===== config.mk =====
export PLATFORM = sky130hd
export DESIGN_NAME = ram_bank
export DESIGN_NICKNAME = d
export VERILOG_FILES = /design/src/rtl/ram_pkg.sv /design/src/rtl/ram_clear_seq.sv /design/src/rtl/ram_bank.sv
export SDC_FILE = /design/constraint.sdc
export NUM_CORES = 1
export LEC_CHECK = 0
export CAP_MARGIN = 0
export CORE_UTILIZATION = 46
export CTS_CLUSTER_DIAMETER = 40
export CTS_CLUSTER_SIZE = 12
export DETAILED_ROUTE_END_ITERATION = 6
export PLACE_DENSITY = 0.64
export SLEW_MARGIN = 25
export SYNTH_ARGS = -nofsm -noshare
export SYNTH_HDL_FRONTEND = slang
export SYNTH_SLANG_ARGS = --single-unit

===== constraint.sdc =====
create_clock -name clk -period 7.95 [get_ports clk]
set_input_delay 1.59 -clock clk [delete_from_list [all_inputs] [get_ports clk]]
set_output_delay 1.59 -clock clk [all_outputs]
set_load 0.02 [all_outputs]

===== src/rtl/ram_pkg.sv =====
// Shared definitions for the ram_bank slice: sequencer states, read-during-write
// mode constants and the byte-lane merge helper.
package ram_pkg;

    typedef enum logic {
        ST_CLEAR = 1'b0,
        ST_READY = 1'b1
    } state_e;

    localparam int RDW_OLD = 0;
    localparam int RDW_NEW = 1;

    function automatic logic [7:0] byte_merge(input logic [7:0] old_b,
                                              input logic [7:0] din_b,
                                              input logic       be_b);
        return be_b ? din_b : old_b;
    endfunction

endpackage


===== src/rtl/ram_clear_seq.sv =====
// Post-reset clear sequencer: zeroes every word once, then parks in READY.
// Owns the array write port while busy.
module ram_clear_seq
    import ram_pkg::*;
#(
    parameter int ADDR_W = 5,
    parameter int DEPTH  = 32
) (
    input  logic              clk,
    input  logic              reset_n,
    output logic              busy,
    output logic              clr_we,
    output logic [ADDR_W-1:0] clr_addr
);

    localparam logic [ADDR_W-1:0] LAST = ADDR_W'(DEPTH - 1);

    state_e            state_q, state_d;
    logic [ADDR_W-1:0] ptr_q, ptr_d;

    always_ff @(posedge clk) begin
        if (!reset_n) begin
            state_q <= ST_CLEAR;
            ptr_q   <= '0;
        end else begin
            state_q <= state_d;
            ptr_q   <= ptr_d;
        end
    end

    always_comb begin
        state_d  = state_q;
        ptr_d    = ptr_q;
        busy     = 1'b0;
        clr_we   = 1'b0;
        clr_addr = ptr_q;
        case (state_q)
            ST_CLEAR: begin
                busy   = 1'b1;
                clr_we = 1'b1;
                if (ptr_q == LAST) begin
                    state_d = ST_READY;
                    ptr_d   = '0;
                end else begin
                    ptr_d = ptr_q + 1'b1;
                end
            end
            ST_READY: ;
        endcase
    end

endmodule


===== src/rtl/ram_bank.sv =====
// Single-port byte-writable RAM with read-valid strobe, post-reset clear and
// out-of-range detection. Define RAM_PARITY_EN for per-lane even parity.
module ram_bank
    import ram_pkg::*;
#(
    parameter int DATA_W   = 32,
    parameter int ADDR_W   = 5,
    parameter int DEPTH    = 32,
    parameter int RDW_MODE = 0
) (
    input  logic                clk,
    input  logic                reset_n,
    input  logic                cen,
    input  logic                wen,
    input  logic [DATA_W/8-1:0] be,
    input  logic [ADDR_W-1:0]   addr,
    input  logic [DATA_W-1:0]   din,
    output logic [DATA_W-1:0]   dout,
    output logic                dvalid,
    output logic                busy,
`ifdef RAM_PARITY_EN
    output logic                parity_err,
    input  logic                par_inj,
`endif
    output logic                addr_err
);

    localparam int NB = DATA_W / 8;

    logic [DATA_W-1:0] mem_q [DEPTH];
    logic              clr_we;
    logic [ADDR_W-1:0] clr_addr;

    ram_clear_seq #(.ADDR_W(ADDR_W), .DEPTH(DEPTH)) u_clr (
        .clk      (clk),
        .reset_n  (reset_n),
        .busy     (busy),
        .clr_we   (clr_we),
        .clr_addr (clr_addr)
    );

    logic              acc, in_range;
    logic [ADDR_W-1:0] rd_idx, wr_idx;
    logic [DATA_W-1:0] old_word, merged, wr_data;
    logic              wr_en;

    assign acc      = cen && !busy;
    assign in_range = {1'b0, addr} < (ADDR_W+1)'(DEPTH);
    // Out-of-range addresses never touch the array index.
    assign rd_idx   = in_range ? addr : '0;
    assign old_word = mem_q[rd_idx];

    always_comb begin
        merged = old_word;
        for (int i = 0; i < NB; i++)
            merged[8*i +: 8] = byte_merge(old_word[8*i +: 8], din[8*i +: 8], be[i]);
    end

    always_comb begin
        wr_en   = acc && wen && in_range;
        wr_idx  = addr;
        wr_data = merged;
        if (busy) begin
            wr_en   = clr_we;
            wr_idx  = clr_addr;
            wr_data = '0;
        end
    end

    always_ff @(posedge clk) begin
        if (wr_en) mem_q[wr_idx] <= wr_data;
    end

    logic [DATA_W-1:0] dout_q, dout_d;
    logic              dvalid_q, dvalid_d;
    logic              addr_err_q, addr_err_d;

    always_comb begin
        dout_d     = dout_q;
        dvalid_d   = 1'b0;
        addr_err_d = 1'b0;
        if (acc) begin
            if (!in_range) begin
                addr_err_d = 1'b1;
                if (!wen) begin
                    dout_d   = '0;
                    dvalid_d = 1'b1;
                end
            end else if (!wen) begin
                dout_d   = old_word;
                dvalid_d = 1'b1;
            end else if (RDW_MODE == RDW_NEW) begin
                dout_d   = merged;
                dvalid_d = 1'b1;
            end
        end
    end

    always_ff @(posedge clk) begin
        if (!reset_n) begin
            dout_q     <= '0;
            dvalid_q   <= 1'b0;
            addr_err_q <= 1'b0;
        end else begin
            dout_q     <= dout_d;
            dvalid_q   <= dvalid_d;
            addr_err_q <= addr_err_d;
        end
    end

    assign dout     = dout_q;
    assign dvalid   = dvalid_q;
    assign addr_err = addr_err_q;

`ifdef RAM_PARITY_EN
    logic [NB-1:0] par_mem_q [DEPTH];
    logic [NB-1:0] old_par, wr_par, calc_par;
    logic          parity_err_q, parity_err_d;

    assign old_par = par_mem_q[rd_idx];

    always_comb begin
        for (int i = 0; i < NB; i++) begin
            calc_par[i] = ^old_word[8*i +: 8];
            wr_par[i]   = be[i] ? ((^din[8*i +: 8]) ^ par_inj) : old_par[i];
        end
        if (busy) wr_par = '0;
        parity_err_d = acc && !wen && in_range && |(calc_par ^ old_par);
    end

    always_ff @(posedge clk) begin
        if (wr_en) par_mem_q[wr_idx] <= wr_par;
    end

    always_ff @(posedge clk) begin
        if (!reset_n) parity_err_q <= 1'b0;
        else          parity_err_q <= parity_err_d;
    end

    assign parity_err = parity_err_q;
`endif

endmodule


==> metrics.yaml <==
run_status:
  status: "complete, no violations"
timing:
  setup_tns_ns: 0
  slew_headroom: 0.224
  period_share: 0.617
  finalSetupViolations: 0
  finalHoldViolCount: 0
  min_period_ns: 4.91
  tightest_slew_ns: 1.16
  fmax_ghz: 0.204
  clock_skew_ns: 0.0261
  slew_violations: 0
  rsz0062_at_grt: "no"
finish:
  fill_cells: 6944
  fin_area_mm2: 0.0485
  final_cell_mix: "1024 x edfxtp_1, 516 x mux2i_1, 256 x a22oi_1"
  syn_to_final_growth_pct: 15.6
  utilization: 0.538
  fin_nets: 2563
  register_area_mm2: 0.0315
  final_common_cell: "edfxtp_1"
  diodes: 0
  layout-drive-gt1-share: 0.131
  multi_input_comb_area_mm2: 0.00974
synthesis:
  netlist_area_mm2: 0.0420
  ys_warn_count: 0
  netlist_instances: 2400
  async_flop_share: 0
  synth-seq-cells: 1063
  syn_area_per_cell_um2: 17.5
  ys_seq_area_frac: 0.751
  synth_edf_count: 1024
  synth_top_cell_area_share: 0.732
  synth.area.top_cells: "edfxtp_1 73%, mux2i_1 12%, a22oi_1 4.6%, a21oi_1 1.9%, dfxtp_1 1.9%"
  synth_flop_cell: "edfxtp_1"
  synth_area_leader_cell: "edfxtp_1"
  syn_nets: 2447
  synth.distinct_cells: 35
worst_setup_path:
  crit_buf_inv: 2
  path_max_fanout: 68
  crit_slowest_cell: "buf_4"
  crit_family: "buffers and inverters"
  path_cells: "clkdlybuf4s50_1, and2_4, buf_4, a22oi_1, a21oi_1, nor4_2, o21a_1"
  cp-start-kind: "input pin"
  worstPathArrival_ns: 5.20
  crit_type: "input pin to flop"
  crit_path_max_incr_delay_ns: 0.91
  endpoint_kind: "flop"
  worstPathRequired_ns: 8.24
global_routing:
  grt_overflow: 0
  grt_start_max_net_pins: 145
  grt_use_total: 0.245
  grt_pass1_vias: 22800
  grt_pass1_wl_um: 161000
  antenna_found_initial: 3
power:
  power_mw: 12.5
  p_int_mw: 9.81
  comb_power_share: 0.043
  pwr-share-seq: 0.490
  netSwitchingFraction: 0.217
  p_sw_mw: 2.71
  p_leak_nw: 17.0
  powerDensity_mw_per_mm2: 258
  irDropWorstVdd_mv: 0.159
  clkPwrFrac: 0.468
placed_design:
  place_area_mm2: 0.0442
  gp_congestion: 0.776
  dp_hpwl_um: 56100
  io_buffer_count: 78
cts:
  insertion_delay_ns: 0.72
  path_clk_slew_ns: 0.05
  hold_buffers: 0
  cts_setup_buffers: 0
  cts.repair.resized: 0
  cts_htree_levels: 4
  cts_root_buf: "clkbuf_16"
  cts_tree: "yes"
  cts.sinks: 1063
  clockBufferDepth: 3
  numCtsBuffers: 131
drt:
  met1Wirelength_um: 44600
  num_vias: 23000
  drt-pass1-iter-count: 5
  wl_per_cell_um: 30.0
  vias_per_cell: 6.07
  ant_nets: 0
  first_iter_violations: 2540
  top_layer_used: "met5"
  routed-wl-met2_um: 57200
  routed_wl_um: 114000
  drc: 0
  wl_met3_um: 8410
floorplanning:
  ios: 80
  core_area_mm2: 0.0903
  rows: 110
  fp.dieH_um: 304
  die-area_mm2: 0.0925
  start_util: 0.465
  die_w_um: 304
min_path:
  min_path_type: "flop to flop"
run:
  drv_cap: 0
==> power by group through the flow <==
stage	logic, mW	clock network [mW]	registers [mW]
final	0.534	5.86	6.13
after global routing	0.558	6.16	6.13
after CTS	0.529	5.93	6.13
after detailed placement	0.527	0	6.24
after global placement	0.522	0	6.24
after floorplan	0.349	0	6.24
==> registers in the layout, indices dropped and copies added (netlist names) <==
register and flops:
mem_q 1024, dout 32, u_clr.clr_addr 5, dvalid 1
u_clr.state_q 1
==> layer usage <==
layer | GRT usage | vias to the layer above
li1 | - | 9869
met1 | 0.313 | 11900
met4 | 0.0887 | 4
met2 | 0.416 | 1037
met5 | 0 | -
met3 | 0.0459 | 214
==> cells in the mapped netlist (3+ instances only) <==
cell type  number
edfxtp_1     1024
mux2i_1       516
a22oi_1       256
a21oi_1       161
clkbuf_1       72
dfxtp_1        39
o21ai_0        37
nor2_1         36
inv_1          35
o21a_1         33
nor4_2         32
o21ba_1        32
buf_6          25
buf_4          24
nand2_1        16
buf_1          15
buf_2          14
nor2b_1         5
clkbuf_4        3
==> worst reg2reg max path: cells and delay by family (launching register included) <==
kind                   cells  cell delay [ns]
AOI/OAI and AO/OA          1             0.22
and+or+nand+nor            3             1.43
DFF                        1             0.54
buffers and inverters      3             1.39
==> stage by stage <==
stage                     worst slack (ns)  instances  hold WS [ns]
after floorplan                       3.59       2400         0.503
after global placement                2.59       3555         0.542
after CTS                             3.20       3795         0.566
after global routing                  2.97       3797         0.589
final                                 3.04       3797         0.567
after detailed placement              2.43       3557         0.561
==> final timing paths <==
check                                        end  cells after the start                            from  slack, ns
hold / removal    u_clr.clr_addr[3]$_SDFFE_PN0N_                      2  u_clr.clr_addr[3]$_SDFFE_PN0N_       0.57
hold reg to reg   u_clr.clr_addr[3]$_SDFFE_PN0N_                      2  u_clr.clr_addr[3]$_SDFFE_PN0N_       0.57
setup / recovery          mem_q[1][15]$_DFFE_PP_                      7                         addr[1]       3.04
setup reg to reg         mem_q[18][15]$_DFFE_PP_                      7        u_clr.state_q$_SDFF_PN0_       4.01
==> area by class of cell <==
cell class	instances	area share
clock inverter	79	0.0184
timing repair buffer	137	0.0273
multi-input combinational	1148	0.201
tap	1176	0.0303
sequential	1063	0.650
clock buffer	159	0.0712
inverter	35	0.00271
==> logic make-up after synthesis <==
logic type / count (synthesis) / share of synthesized area
simple gates: 102 / 0.0169
compound gates: 525 / 0.0839
buf+inv: 189 / 0.0245
other cells: 1 / 0.0000893
flops: 1063 / 0.751
mux: 518 / 0.123
fa+ha+maj: 2 / 0.000596
Power figures use the tool's default switching activity.
